`src/rtl/fetch_buffer.sv`:
```
// Instruction-fetch stage: req/ack fetch from instruction memory into a small prefetch FIFO, with PC redirect/flush.
// Optional FETCH_MISALIGN_EN adds a sticky fetch_misalign flag for misaligned redirect targets.
module fetch_buffer #(
  parameter int unsigned       ADDR_W   = 11,
  parameter int unsigned       DEPTH    = 4,
  parameter logic [ADDR_W-1:0] RESET_PC = '0
) (
  input  logic              CLOCK_50,
  input  logic              reset,
  input  logic              redirect_valid,
  input  logic [ADDR_W-1:0] redirect_pc,
  output logic              mem_req,
  output logic [ADDR_W-1:0] mem_addr,
  input  logic              mem_ack,
  input  logic [31:0]       mem_rdata,
  output logic              instr_valid,
  output logic [31:0]       instr,
  output logic [ADDR_W-1:0] instr_pc,
  input  logic              instr_ready
`ifdef FETCH_MISALIGN_EN
  ,output logic             fetch_misalign
`endif
);

  localparam int unsigned PTR_W = (DEPTH > 1) ? $clog2(DEPTH) : 1;
  localparam int unsigned CNT_W = PTR_W + 1;

  typedef enum logic [1:0] {S_IDLE, S_WAIT, S_DISCARD} state_t;

  state_t            r_state, w_state_nxt;
  logic              r_mem_req;
  logic [ADDR_W-1:0] r_mem_addr, w_mem_addr_nxt;
  logic [ADDR_W-1:0] r_fetch_pc, w_fetch_pc_nxt;
  logic [ADDR_W-1:0] w_redir_pc, w_discard_tgt;
  logic [ADDR_W-1:0] r_pc_mem   [DEPTH];
  logic [31:0]       r_word_mem [DEPTH];
  logic [PTR_W-1:0]  r_rd_ptr, r_wr_ptr;
  logic [CNT_W-1:0]  r_count, w_count_post;
  logic              w_pop, w_push, w_flush;

  assign w_redir_pc    = {redirect_pc[ADDR_W-1:2], 2'b00};
  assign w_discard_tgt = redirect_valid ? w_redir_pc : r_fetch_pc;
  assign instr_valid   = (r_count != '0);
  assign w_pop         = instr_valid && instr_ready;
  // Occupancy after this cycle's enqueue and pop; decides whether the next fetch has guaranteed space.
  assign w_count_post  = r_count + CNT_W'(1) - CNT_W'(w_pop);

  assign mem_req  = r_mem_req;
  assign mem_addr = r_mem_addr;
  assign instr    = r_word_mem[r_rd_ptr];
  assign instr_pc = r_pc_mem[r_rd_ptr];

  always_comb begin
    w_state_nxt    = r_state;
    w_mem_addr_nxt = r_mem_addr;
    w_fetch_pc_nxt = r_fetch_pc;
    w_push         = 1'b0;
    w_flush        = 1'b0;
    case (r_state)
      S_IDLE: begin
        if (redirect_valid) begin
          w_flush        = 1'b1;
          w_mem_addr_nxt = w_redir_pc;
          w_fetch_pc_nxt = w_redir_pc + ADDR_W'(4);
          w_state_nxt    = S_WAIT;
        end else if (r_count < CNT_W'(DEPTH)) begin
          w_mem_addr_nxt = r_fetch_pc;
          w_fetch_pc_nxt = r_fetch_pc + ADDR_W'(4);
          w_state_nxt    = S_WAIT;
        end
      end
      S_WAIT: begin
        if (mem_ack && redirect_valid) begin
          w_flush        = 1'b1;
          w_mem_addr_nxt = w_redir_pc;
          w_fetch_pc_nxt = w_redir_pc + ADDR_W'(4);
        end else if (mem_ack) begin
          w_push = 1'b1;
          if (w_count_post < CNT_W'(DEPTH)) begin
            w_mem_addr_nxt = r_fetch_pc;
            w_fetch_pc_nxt = r_fetch_pc + ADDR_W'(4);
          end else begin
            w_state_nxt = S_IDLE;
          end
        end else if (redirect_valid) begin
          w_flush        = 1'b1;
          w_fetch_pc_nxt = w_redir_pc;
          w_state_nxt    = S_DISCARD;
        end
      end
      S_DISCARD: begin
        w_flush = redirect_valid;
        if (mem_ack) begin
          w_mem_addr_nxt = w_discard_tgt;
          w_fetch_pc_nxt = w_discard_tgt + ADDR_W'(4);
          w_state_nxt    = S_WAIT;
        end else if (redirect_valid) begin
          w_fetch_pc_nxt = w_redir_pc;
        end
      end
      default: w_state_nxt = S_IDLE;
    endcase
  end

  always_ff @(posedge CLOCK_50) begin
    if (reset) begin
      r_state    <= S_IDLE;
      r_mem_req  <= 1'b0;
      r_mem_addr <= '0;
      r_fetch_pc <= RESET_PC;
      r_count    <= '0;
      r_rd_ptr   <= '0;
      r_wr_ptr   <= '0;
      for (int unsigned i = 0; i < DEPTH; i++) begin
        r_pc_mem[i]   <= '0;
        r_word_mem[i] <= '0;
      end
    end else begin
      r_state    <= w_state_nxt;
      r_mem_req  <= (w_state_nxt != S_IDLE);
      r_mem_addr <= w_mem_addr_nxt;
      r_fetch_pc <= w_fetch_pc_nxt;
      if (w_flush) begin
        r_count  <= '0;
        r_rd_ptr <= '0;
        r_wr_ptr <= '0;
      end else begin
        if (w_push) begin
          r_pc_mem[r_wr_ptr]   <= r_mem_addr;
          r_word_mem[r_wr_ptr] <= mem_rdata;
          r_wr_ptr             <= r_wr_ptr + PTR_W'(1);
        end
        if (w_pop) r_rd_ptr <= r_rd_ptr + PTR_W'(1);
        r_count <= r_count + CNT_W'(w_push) - CNT_W'(w_pop);
      end
    end
  end

`ifdef FETCH_MISALIGN_EN
  logic r_misalign;

  always_ff @(posedge CLOCK_50) begin
    if (reset) r_misalign <= 1'b0;
    else if (redirect_valid && (redirect_pc[1:0] != 2'b00)) r_misalign <= 1'b1;
  end

  assign fetch_misalign = r_misalign;
`endif

endmodule

```
`config.mk`:
```
export PLATFORM = sky130hd
export DESIGN_NAME = fetch_buffer
export DESIGN_NICKNAME = d
export VERILOG_FILES = /design/src/rtl/fetch_buffer.sv
export SDC_FILE = /design/constraint.sdc
export NUM_CORES = 1
export LEC_CHECK = 0
export BUFFER_PORTS_ARGS = -buffer_cell sky130_fd_sc_hd__buf_4
export CAP_MARGIN = 30
export CORE_ASPECT_RATIO = 2
export CORE_MARGIN = 2
export CORE_UTILIZATION = 56
export CTS_CLUSTER_SIZE = 24
export DETAILED_ROUTE_END_ITERATION = 7
export PLACE_DENSITY = 0.77
export REMOVE_ABC_BUFFERS = 1
export SYNTH_ARGS = -nofsm -noshare
export SYNTH_HDL_FRONTEND = slang
export SYNTH_SLANG_ARGS = --single-unit
```
`constraint.sdc`:
```
create_clock -name CLOCK_50 -period 14.6 [get_ports CLOCK_50]
set_input_delay 0.73 -clock CLOCK_50 [delete_from_list [all_inputs] [get_ports CLOCK_50]]
set_output_delay 0.73 -clock CLOCK_50 [all_outputs]
set_load 0.1 [all_outputs]
```
==> results of run 1 <==
-- synth_stat cells (2+ instances only) --
cell type and count:
and2_1 131, inv_1 11, mux4_2 43, buf_2 12
a32o_1 2, nand2_1 24, mux2_2 5, a22o_1 2
or3_1 3, and3_1 46, xor2_1 11, edfxtp_1 172
or2_2 3, o31ai_1 2, o21ai_0 14, nand2b_1 4
nand3b_1 2, nand3_1 17, a211oi_2 2, a21oi_1 13
o211ai_1 2, clkbuf_1 38, xnor2_1 8, o21ai_1 4
a211oi_1 12, o221ai_1 2, a32oi_1 3, nor3_1 6
ha_1 9, nor2_1 34, dfxtp_1 34, a211o_1 2
nand4_1 2, mux2i_1 15
-- per-layer routing --
layer	routed length, um	up-vias	track usage [%]	part of all wire, %
met5	0	-	0	0
met2	10700	245	39.4	52
li1	-	2826	-	-
met1	8180	3046	29.5	39
met4	365	0	7.20	1.8
met3	1510	30	3.59	7.2
-- state kept, by name (all words and copies together), names as in the netlist, named ones only --
signal and count:
r_word_mem 128, r_pc_mem 44, mem_addr 11, r_fetch_pc 11
r_count 3, r_rd_ptr 2, r_state 2, r_wr_ptr 2
mem_req 1
-- worst max-delay path, cell delays in order, from the launching register on --
cell	delay, ns
dfxtp_1	0.34
inv_1	0.09
ha_1	0.32
and3b_4	0.67
nand2_1	0.32
nor3_2	0.72
buf_4	0.45
and2_1	0.19
-- through the flow --
stage          std cells  worst slack (ns)
2_1_floorplan        665              9.57
3_5_place_dp         985             10.93
4_1_cts             1017             11.24
3_3_place_gp         985             10.95
6_report            1017             11.35
5_1_grt             1017             11.03
-- logic make-up (layout without fill, tap and decap cells) --
kind of cell,after synthesis,count (layout)
mux,63,63
buf+inv,64,155
flops,206,206
fa+ha+maj,10,10
compound gates,76,76
xor+xnor,19,19
simple gates,278,278
-- power groups by stage --
stage | clock network [uW] | registers (uW) | logic, uW
2_1_floorplan | 0 | 806 | 330
6_report | 478 | 739 | 499
4_1_cts | 486 | 740 | 500
3_3_place_gp | 0 | 749 | 494
3_5_place_dp | 0 | 753 | 499
5_1_grt | 509 | 747 | 527
-- final timing paths --
kind	endpoint	slack, ns	start	cells past startpoint
worst min-delay path	r_fetch_pc[1]	0.44	r_fetch_pc[1]	2
worst max-delay path	r_word_mem[0][20]	11.35	r_state[1]	7
worst min register to register	r_fetch_pc[1]	0.44	r_fetch_pc[1]	2
worst max register to register	r_word_mem[0][20]	11.35	r_state[1]	7
-- placed cells by master (no fill, tap or decap), types with 17 or more instances in the layout --
cell | netlist | layout
edfxtp_1 | 172 | 172
clkbuf_16 | 0 | 19
and3_1 | 46 | 46
nand3_1 | 17 | 17
mux4_2 | 43 | 43
and2_1 | 131 | 131
nor2_1 | 34 | 33
nand2_1 | 24 | 23
dfxtp_1 | 34 | 32
buf_4 | 0 | 110
-- cell type report --
cell class              instances  area, sq um
clock buffers                  27          505
clock inverters                 5         77.6
fillers                      1255         5860
inverters                      13         48.8
multi-input cells             446         3670
flip-flops and latches        206         5850
well taps                     210          263
repair buffers                110          826
==> impl_summary.txt, run 1 <==
----------------------------------------------------
[Outcome]
  Run status ... complete, no violations

[Finish]
  Post-layout nets ... 854
  Area overhead of the layout relative to synthesis ... 15.6%
  Antenna Diode Count ... 0
  Share of cells above drive strength 1 ... 25.2%
  Design area ... 11,200 sq um
  Post-Route Utilization ... 65.7%

[Timing]
  Ratio of final minimum period to clock period ... 22.2%
  Sum of negative setup slack ... 0 ns
  Upper clock frequency limit ... 308 MHz
  Max-slew headroom ... 34.3%
  Worst hold slack after final layout ... 0.441 ns
  Final Hold Violating Endpoints ... 0
  Number of max-slew violations in the final report ... 0
  Setup violators final ... 0
  RSZ-0062 raised after global routing ... no
  Post-route minimum period ... 3.25 ns
  Slew at the pin closest to its max-slew limit ... 0.983 ns
  Worst clock skew ... 0.00689 ns

[Floorplan]
  Overall die area ... 18,500 sq um
  Number of top-level pins ... 104
  Placement row count ... 68
  Die extent in x ... 97.2 um
  Std-Cell Core Area ... 17,100 sq um
  Starting Density ... 56.8%
  Height of the die ... 190 um

[Power]
  Internal Dissipation ... 1110 uW
  Fraction of power consumed by combinational cells ... 29.1%
  Psw ... 611 uW
  Power per cell area ... 153 nW/um^2
  Clk pwr share ... 27.9%
  Share of total power in sequential cells ... 43.1%
  IR Drop Worst-Case VDD ... 151 uV
  Leakage power total ... 0.00437 uW
  Switching Fraction ... 35.6%
  Final Power ... 1720 uW

[Placement]
  # port buffers ... 101
  Final weighted congestion of routability-driven global placement ... 0.890
  Detailed placer's ending HPWL ... 12.2 mm
  Cell area after placement ... 10,700 sq um

[Routing]
  Via/cell ratio ... 6.04
  Routed via count ... 6,147
  Remaining design rule violation count ... 0
  Wire length after detailed routing ... 20.8 mm
  DRC violation total after the first TritonRoute iteration ... 444
  First-pass detailed-route iteration total ... 6
  Count of antenna-violating nets left after detailed routing ... 0
  Drt wl/cell ... 20.5 um

[Global routing]
  Antenna violations before repair ... 0
  Global-route usage over all layers ... 22.7%
  Global-route congestion overflow total ... 0
  Via count of the first global-routing pass ... 6,370
  First-pass GRT wire length ... 33.3 mm
  Maximum number of pins on one net before global-route repair ... 55

[CTS]
  Hold buffers post-CTS ... 0
  Clock buffers created by TritonCTS ... 19
  Max Buffers Root-to-Sink ... 3
  Post-CTS setup buffer count ... 0
  Clock tree from TritonCTS ... built
  Number of instances resized during post-cts repair ... 0
  # clock sinks ... 206
  Later-pin clock latency in the skew report ... 0.48 ns
  Clock input transition at the sequential cells of the worst setup and hold paths ... 0.07 ns
  Number of H-tree levels ... 1
  Root buffer cell ... clkbuf_16

[Synth]
  Sequential element share of the synthesized area ... 60.1%
  Dominant cells by area after synthesis ... edfxtp_1 (53%), mux4_2 (10%), and2_1 (8.4%)
  Area share of the largest cell type after synthesis ... 53.1%
  Largest family of logic cells by synthesized area ... simple AND/OR/NAND/NOR gates
  Number of distinct library cell variants in the gate-level netlist after synthesis ... 60
  Average cell area after synthesis ... 13.6 sq um
  Cell accounting for the most synthesized area ... edfxtp_1
  Synthesized instance count ... 716
  Register bit total from synthesis ... 206
  Netlist area before placement ... 9720 sq um
  EDFF count, synth ... 172
  Primary flip-flop cell chosen by synthesis mapping ... edfxtp_1
  Proportion of synthesized flip-flops having asynchronous set or reset ... 0%
  Basic-gate share of the synthesized area counting and, or, nand and nor cells ... 16.3%
  Yosys Warn Count ... 0
  Xor-xnor portion of the synthesized cell area ... 1.71%
  Arithmetic-cell share of the synthesized area counting full adders, half adders and majority gates ... 1.36%
  Synth Area in Compound Gates ... 5.68%
  Proportion of synthesized area in mux cells ... 12.1%

[Critical path]
  Critical Path RT ... 14.95 ns
  Top fanout value on the critical path ... 49
  Capturing element type of the critical path ... register
  Worst endpoint data arrival time ... 3.59 ns
  Kind of critical path ... reg2reg
  Startpoint type of the worst setup path ... register

[Hold path]
  Classification of the worst-slack hold path ... reg2reg

[Run]
  Max-capacitance violation count ... 0

----------------------------------------------------
No activity file was read; power rests on OpenSTA's default activity.
==> run 2: changes to the inputs <==
--- a/config.mk
+++ b/config.mk
@@ -9,10 +9,10 @@
 export CAP_MARGIN = 30
 export CORE_ASPECT_RATIO = 2
 export CORE_MARGIN = 2
-export CORE_UTILIZATION = 56
+export CORE_UTILIZATION = 53
 export CTS_CLUSTER_SIZE = 24
 export DETAILED_ROUTE_END_ITERATION = 7
-export PLACE_DENSITY = 0.77
+export PLACE_DENSITY = 0.76
 export REMOVE_ABC_BUFFERS = 1
 export SYNTH_ARGS = -nofsm -noshare
 export SYNTH_HDL_FRONTEND = slang
==> constraint.sdc (replaced) <==
create_clock -name CLOCK_50 -period 2.65 [get_ports CLOCK_50]
set_input_delay 0.1325 -clock CLOCK_50 [delete_from_list [all_inputs] [get_ports CLOCK_50]]
set_output_delay 0.1325 -clock CLOCK_50 [all_outputs]
set_load 0.1 [all_outputs]
==> run 2 against run 1 <==
  * Power rose to 5.5 times the previous value
  * Combinational power rose to 6.0 times the previous value
  * Hold slack worse by 0.41 ns
  * Non-clock buffer count up 53
  * First-iteration DRC count up 0.68%
  * Core utilization down 0.93 points
  * Sequential cell count unchanged
  * Largest cell class unchanged
==> impl_summary.txt, run 2 (same netlist as run 1, synthesis figures left out) <==
----------------------------------------------------
[Finish]
  Area overhead of the layout relative to synthesis ... 20.9%
  Leading cell types in the layout, fill and taps excluded ... edfxtp_1 (172), and2_1 (131), buf_4 (126)
  Max FFs per register ... 128
  Post-layout nets ... 906
  Post-Route Utilization ... 64.8%
  Non-filler instance count after layout ... 1,075
  Most frequent standard cell in the layout excluding fill and tap cells ... edfxtp_1
  Design area ... 11,700 sq um
  Total of fill cells in the finished design ... 1,293
  Area of combinational cells with multiple inputs ... 3670 sq um
  Registers with the highest flip-flop counts ... r_word_mem x128, r_pc_mem x44
  Antenna Diode Count ... 0
  Share of cells above drive strength 1 ... 25.7%
  Most flop-heavy register ... r_word_mem
  Storage element area ... 5850 sq um

[Power]
  Final Power ... 9520 uW
  Leakage power total ... 0.00461 uW
  Power per cell area ... 811 nW/um^2
  IR Drop Worst-Case VDD ... 690 uV

[CTS]
  Number of H-tree levels ... 1
  Max Buffers Root-to-Sink ... 3
  Clock buffers created by TritonCTS ... 18
  Root buffer cell ... clkbuf_16
  Later-pin clock latency in the skew report ... 0.48 ns
  Clock tree from TritonCTS ... built
  Clock input transition at the sequential cells of the worst setup and hold paths ... 0.07 ns
  Post-CTS setup buffer count ... 0
  Number of instances resized during post-cts repair ... 0
  # clock sinks ... 206

[Critical path]
  Critical path cell sequence ... ha_1 > and3b_4 > inv_2 > ha_1 > inv_1 > ha_1 > inv_1 > fa_1 > xor2_1 > xnor2_1 > nor2_1
  Longest individual stage delay on the worst path ... 0.40 ns
  Dominant cell type by count on the critical path ... ha_1
  Worst endpoint data arrival time ... 2.84 ns
  Critical-path top delay cell ... dfxtp_1
  Critical Path RT ... 3.01 ns
  WP buf/inv ... 3
  Number of logic stages on the critical path including buffering ... 11
  Kind of critical path ... reg2reg
  Cell family with the largest share of critical-path delay ... adder cells
  Startpoint type of the worst setup path ... register
  Capturing element type of the critical path ... register
  Top fanout value on the critical path ... 9
  Worst Reg2Reg Path Length in Cells ... 11

[Timing]
  Upper clock frequency limit ... 403 MHz
  Setup violators final ... 0
  Post-route minimum period ... 2.48 ns
  RSZ-0062 raised after global routing ... no
  Ratio of final minimum period to clock period ... 93.7%
  Number of max-slew violations in the final report ... 0
  Worst clock skew ... 0.0157 ns
  Final Hold Violating Endpoints ... 0
  Slew at the pin closest to its max-slew limit ... 1.03 ns
  Max-slew headroom ... 30.9%
  Worst hold slack after final layout ... 0.0356 ns

[Floorplan]
  Std-Cell Core Area ... 18,100 sq um
  Height of the die ... 196 um
  Overall die area ... 19,500 sq um
  Starting Density ... 53.6%
  Placement row count ... 70
  Number of top-level pins ... 104
  Die extent in x ... 99.8 um

[Routing]
  DRC violation total after the first TritonRoute iteration ... 447
  Drt wl/cell ... 21.4 um
  Via/cell ratio ... 5.95
  Routed via count ... 6,396
  Remaining design rule violation count ... 0
  First-pass detailed-route iteration total ... 5
  Wire length after detailed routing ... 23.0 mm
  Count of antenna-violating nets left after detailed routing ... 0

[Global routing]
  Antenna violations before repair ... 0
  Maximum number of pins on one net before global-route repair ... 55
  First-pass GRT wire length ... 35.8 mm
  Global-route congestion overflow total ... 0
  Via count of the first global-routing pass ... 6,805
  Global-route usage over all layers ... 23.8%

[Hold path]
  Classification of the worst-slack hold path ... in2reg
  Worst hold path stage count ... 3

[Placement]
  # port buffers ... 101
  Cell area after placement ... 10,900 sq um
  Detailed placer's ending HPWL ... 14.7 mm
  Dpl cells ... 1,011
  Final weighted congestion of routability-driven global placement ... 0.942

[Outcome]
  Run status ... complete, no violations

[Run]
  Max-capacitance violation count ... 0

----------------------------------------------------
-- run 2: cell count changes in the layout (fill, tap and decap cells not counted), moves of 4 or more --
cell,change
buf_12,+4
clkbuf_1,-5
buf_4,+16
clkinv_1,+6
dlygate4sd3_1,+33
-- run 2: through the flow --
| step | TNS [ns] | setup WS (ns) |
|---|---|---|
| floorplan | -305.16 | -2.24 |
| global placement | 0 | 0.267 |
| detailed placement | 0 | 0.181 |
| CTS | 0 | 0.171 |
| global route | 0 | 0.0314 |
| finish | 0 | 0.167 |
-- run 2: timing repair --
| item | 4_1_cts | 5_1_grt |
|---|---|---|
| setup endpoints to repair | 0 | 0 |
| endpoints found under the hold margin | 124 | 0 |
| hold buffers | 33 | 0 |
-- run 2: power breakdown --
| part | switching (uW) | total, uW | internal [uW] |
|---|---|---|---|
| clock | 1100 | 2510 | 1400 |
| sequential | 257 | 4040 | 3780 |
| combinational | 2090 | 2980 | 891 |
-- run 2: area by class of cell --
type | count | share of cell area, %
timing repair buffer | 163 | 11.5
tap | 216 | 2.30
clock buffer | 22 | 4.14
inverter | 13 | 0.415
multi-input combinational | 446 | 31.2
clock inverter | 9 | 0.554
sequential | 206 | 49.8
-- run 2: path summary, 6_finish.rpt --
| check | start | end | slack, ns |
|---|---|---|---|
| worst max-delay path | r_state[0] | r_count[2] | 0.17 |
| worst min-delay path | redirect_pc[10] | mem_addr[10] | 0.04 |
| worst max register to register | r_state[0] | r_count[2] | 0.17 |
| worst min register to register | r_fetch_pc[0] | r_fetch_pc[0] | 0.43 |
-- run 2: metal layers --
metal	GRT usage [%]	part of all wire, %	vias up
met5	0	0	-
met4	11.5	4.2	0
met3	2.93	4.7	68
met2	44.4	56	246
met1	26.2	36	3155
li1	-	-	2927
-- run 2: worst reg2reg max path, cell delays in order (launching register included) --
cell,delay [ns]
dfxtp_1,0.40
ha_1,0.35
and3b_4,0.28
inv_2,0.08
ha_1,0.27
inv_1,0.06
ha_1,0.14
inv_1,0.05
fa_1,0.37
xor2_1,0.17
xnor2_1,0.14
nor2_1,0.05
==> run 3: changes to the inputs <==
--- a/config.mk
+++ b/config.mk
@@ -5,15 +5,18 @@
 export SDC_FILE = /design/constraint.sdc
 export NUM_CORES = 1
 export LEC_CHECK = 0
+export ABC_AREA = 1
 export BUFFER_PORTS_ARGS = -buffer_cell sky130_fd_sc_hd__buf_4
 export CAP_MARGIN = 30
 export CORE_ASPECT_RATIO = 2
 export CORE_MARGIN = 2
-export CORE_UTILIZATION = 53
+export CORE_UTILIZATION = 54
+export CTS_BUF_LIST = sky130_fd_sc_hd__clkbuf_16
 export CTS_CLUSTER_SIZE = 24
 export DETAILED_ROUTE_END_ITERATION = 7
-export PLACE_DENSITY = 0.76
+export PLACE_DENSITY = 0.77
 export REMOVE_ABC_BUFFERS = 1
+export SLEW_MARGIN = 30
 export SYNTH_ARGS = -nofsm -noshare
 export SYNTH_HDL_FRONTEND = slang
 export SYNTH_SLANG_ARGS = --single-unit
==> run 3 against run 2 <==
  * Non-clock buffer count down 15
  * Critical path type is now reg2out
  * Via count up 28%
  * Largest power group unchanged
  * Worst setup slack better by 0.045 ns
==> impl_summary.txt, run 3 <==
----------------------------------------------------
[Power]
  Fraction of power consumed by combinational cells ... 28.3%
  Switching Fraction ... 37.1%
  Share of total power in sequential cells ... 42.7%
  IR Drop Worst-Case VDD ... 650 uV
  Internal Dissipation ... 5610 uW
  Final Power ... 8910 uW
  Psw ... 3300 uW
  Power per cell area ... 736 nW/um^2
  Leakage power total ... 0.00483 uW
  Clk pwr share ... 29.0%

[CTS]
  Root buffer cell ... clkbuf_16
  Max Buffers Root-to-Sink ... 3
  Clock tree from TritonCTS ... built
  Clock buffers created by TritonCTS ... 19
  Number of instances resized during post-cts repair ... 0
  Number of H-tree levels ... 1
  Clock input transition at the sequential cells of the worst setup and hold paths ... 0.07 ns
  Later-pin clock latency in the skew report ... 0.49 ns
  # clock sinks ... 206

[Critical path]
  Critical path cell sequence ... buf_4 > o21ai_0 > o22ai_1 > buf_4
  Worst endpoint data arrival time ... 2.31 ns
  Startpoint type of the worst setup path ... register
  Dominant cell type by count on the critical path ... buf_4
  WP buf/inv ... 2
  Cell family with the largest share of critical-path delay ... buffers and inverters
  Capturing element type of the critical path ... output port
  Critical Path RT ... 2.52 ns
  Launch instance of the worst register-to-register path ... r_state[1]
  Critical-path top delay cell ... dfxtp_1
  Kind of critical path ... reg2out
  Internal reg-to-reg setup slack ... 0.41 ns
  Top fanout value on the critical path ... 19
  Longest individual stage delay on the worst path ... 0.68 ns

[Finish]
  Registers with the highest flip-flop counts ... r_word_mem x128, r_pc_mem x44
  Antenna Diode Count ... 0
  Leading cell types in the layout, fill and taps excluded ... nor2_1 (247), edfxtp_1 (172), o21ai_0 (131)
  Post-Route Utilization ... 64.8%
  Area overhead of the layout relative to synthesis ... 18.3%
  Most flop-heavy register ... r_word_mem
  Share of cells above drive strength 1 ... 21.2%
  Max FFs per register ... 128
  Post-layout nets ... 1,283
  Most frequent standard cell in the layout excluding fill and tap cells ... nor2_1

[Synth]
  Leading cell types by count after synthesis ... nor2_1 (247), edfxtp_1 (172), o21ai_0 (133), inv_1 (109), nand2_1 (105)
  Yosys Warn Count ... 0
  Primary flip-flop cell chosen by synthesis mapping ... edfxtp_1
  Synthesized instance count ... 1,114
  Proportion of synthesized flip-flops having asynchronous set or reset ... 0%
  Dominant cells by area after synthesis ... edfxtp_1 (51%), nor2_1 (9.1%), dfxtp_1 (6.7%)
  Count leader, synth ... nor2_1
  Register bit total from synthesis ... 206
  Sequential element share of the synthesized area ... 57.2%
  Number of distinct library cell variants in the gate-level netlist after synthesis ... 33
  Netlist area before placement ... 10,200 sq um
  EDFF count, synth ... 172
  Average cell area after synthesis ... 9.18 sq um
  Area share of the largest cell type after synthesis ... 50.5%
  Cell accounting for the most synthesized area ... edfxtp_1

[Floorplan]
  Height of the die ... 199 um
  Starting Density ... 54.8%
  Die extent in x ... 101 um
  Std-Cell Core Area ... 18,700 sq um
  Placement row count ... 71
  Number of top-level pins ... 104
  Overall die area ... 20,100 sq um

[Global routing]
  Antenna violations before repair ... 0
  First-pass GRT wire length ... 40.0 mm
  Global-route congestion overflow total ... 0
  Maximum number of pins on one net before global-route repair ... 87
  Global-route usage over all layers ... 25.7%
  Via count of the first global-routing pass ... 8,201

[Timing]
  Max-slew headroom ... 60.6%
  Setup violators final ... 0
  Sum of negative setup slack ... 0 ns
  Ratio of final minimum period to clock period ... 92.0%
  Slew at the pin closest to its max-slew limit ... 0.589 ns
  RSZ-0062 raised after global routing ... no
  Post-route minimum period ... 2.44 ns
  Final Hold Violating Endpoints ... 0
  Worst clock skew ... 0.0118 ns
  Upper clock frequency limit ... 410 MHz
  Number of max-slew violations in the final report ... 0

[Routing]
  Routed via count ... 8,166
  DRC violation total after the first TritonRoute iteration ... 624
  Drt wl/cell ... 17.8 um
  Wire length after detailed routing ... 25.9 mm
  Remaining design rule violation count ... 0
  Count of antenna-violating nets left after detailed routing ... 0
  First-pass detailed-route iteration total ... 7
  Via/cell ratio ... 5.60

[Hold path]
  Critical hold path startpoint ... mem_rdata[29]
  Classification of the worst-slack hold path ... in2reg

[Run]
  Max-capacitance violation count ... 0

[Placement]
  Detailed placer's ending HPWL ... 16.7 mm
  # port buffers ... 101
  Final weighted congestion of routability-driven global placement ... 0.960

[Outcome]
  Run status ... complete, no violations

----------------------------------------------------
run 3: cell types whose count changed after synthesis, sizes merged, moves of 8 or more:
cell    previous run  this run
a211oi            15         1
a21oi             13        45
and2             131         0
and3              46         0
inv               12       151
mux2i             15         0
mux4              43         0
nand2             24       111
nand3             17        39
nor2              34       290
o21ai             18       134
o22ai              1        44
xor2              11         3
run 3: what timing repair did:
item,in CTS,in global routing
hold buffers,19,0
hold endpoints to repair,23,0
buffers inserted,0,0
run 3: power groups by stage:
stage / registers, uW / clock network (uW) / logic (uW)
after CTS: 3800 / 2610 / 2530
after detailed placement: 3870 / 0 / 2490
after global routing: 3820 / 2740 / 2660
after global placement: 3860 / 0 / 2470
after floorplan: 4130 / 0 / 1560
final: 3800 / 2580 / 2520
run 3: path summary, 6_finish.rpt:
check | depth (start not counted) | end
min reg2reg | 2 | r_fetch_pc[1]
max | 4 | instr_pc[10]
min | 3 | r_word_mem[0][29]
max reg2reg | 13 | r_count[2]
run 3: worst reg2reg max path, stage by stage, from the launching register on:
cell     delay (ns)
dfxtp_1        0.38
inv_1          0.09
ha_1           0.21
nand2_2        0.10
nor2_4         0.05
inv_2          0.19
ha_1           0.27
inv_1          0.05
ha_1           0.12
inv_1          0.04
fa_1           0.37
xnor2_1        0.16
inv_1          0.05
nor2_1         0.08
run 3: cell type report:
class	instances	area, sq um
clock buffers	19	475
clock inverters	15	105
fillers	1493	6560
inverters	151	572
multi-input cells	699	3550
flip-flops and latches	206	5850
well taps	219	274
repair buffers	148	1270
run 3: per-stage QoR:
step | area, sq um | worst slack (ns) | std cells | hold slack (ns)
2_1_floorplan | 9940 | -2.09 | 1056 | 0.202
3_3_place_gp | 11300 | 0.459 | 1404 | 0.436
3_5_place_dp | 11300 | 0.432 | 1404 | 0.442
4_1_cts | 12100 | 0.190 | 1457 | 0.000995
5_1_grt | 12100 | 0.160 | 1457 | 0.00121
6_report | 12100 | 0.212 | 1457 | 0.00209
run 3: cell families after synthesis:
group / after synthesis / share of synthesized area, %
flip-flops: 206 / 57.2
XOR/XNOR: 6 / 0.514
buffers and inverters: 209 / 8.39
adder cells (fa/ha/maj): 10 / 1.30
AND/OR/NAND/NOR: 454 / 20.7
AO/OA/AOI/OAI: 229 / 11.9
run 3: routing by layer:
layer / up-vias / share of wire [%] / global-route usage (%)
met5: - / 0 / 0
met1: 3850 / 34 / 26.4
li1: 3909 / - / -
met3: 78 / 5.8 / 3.06
met2: 329 / 56 / 49.6
met4: 0 / 4.4 / 12.2
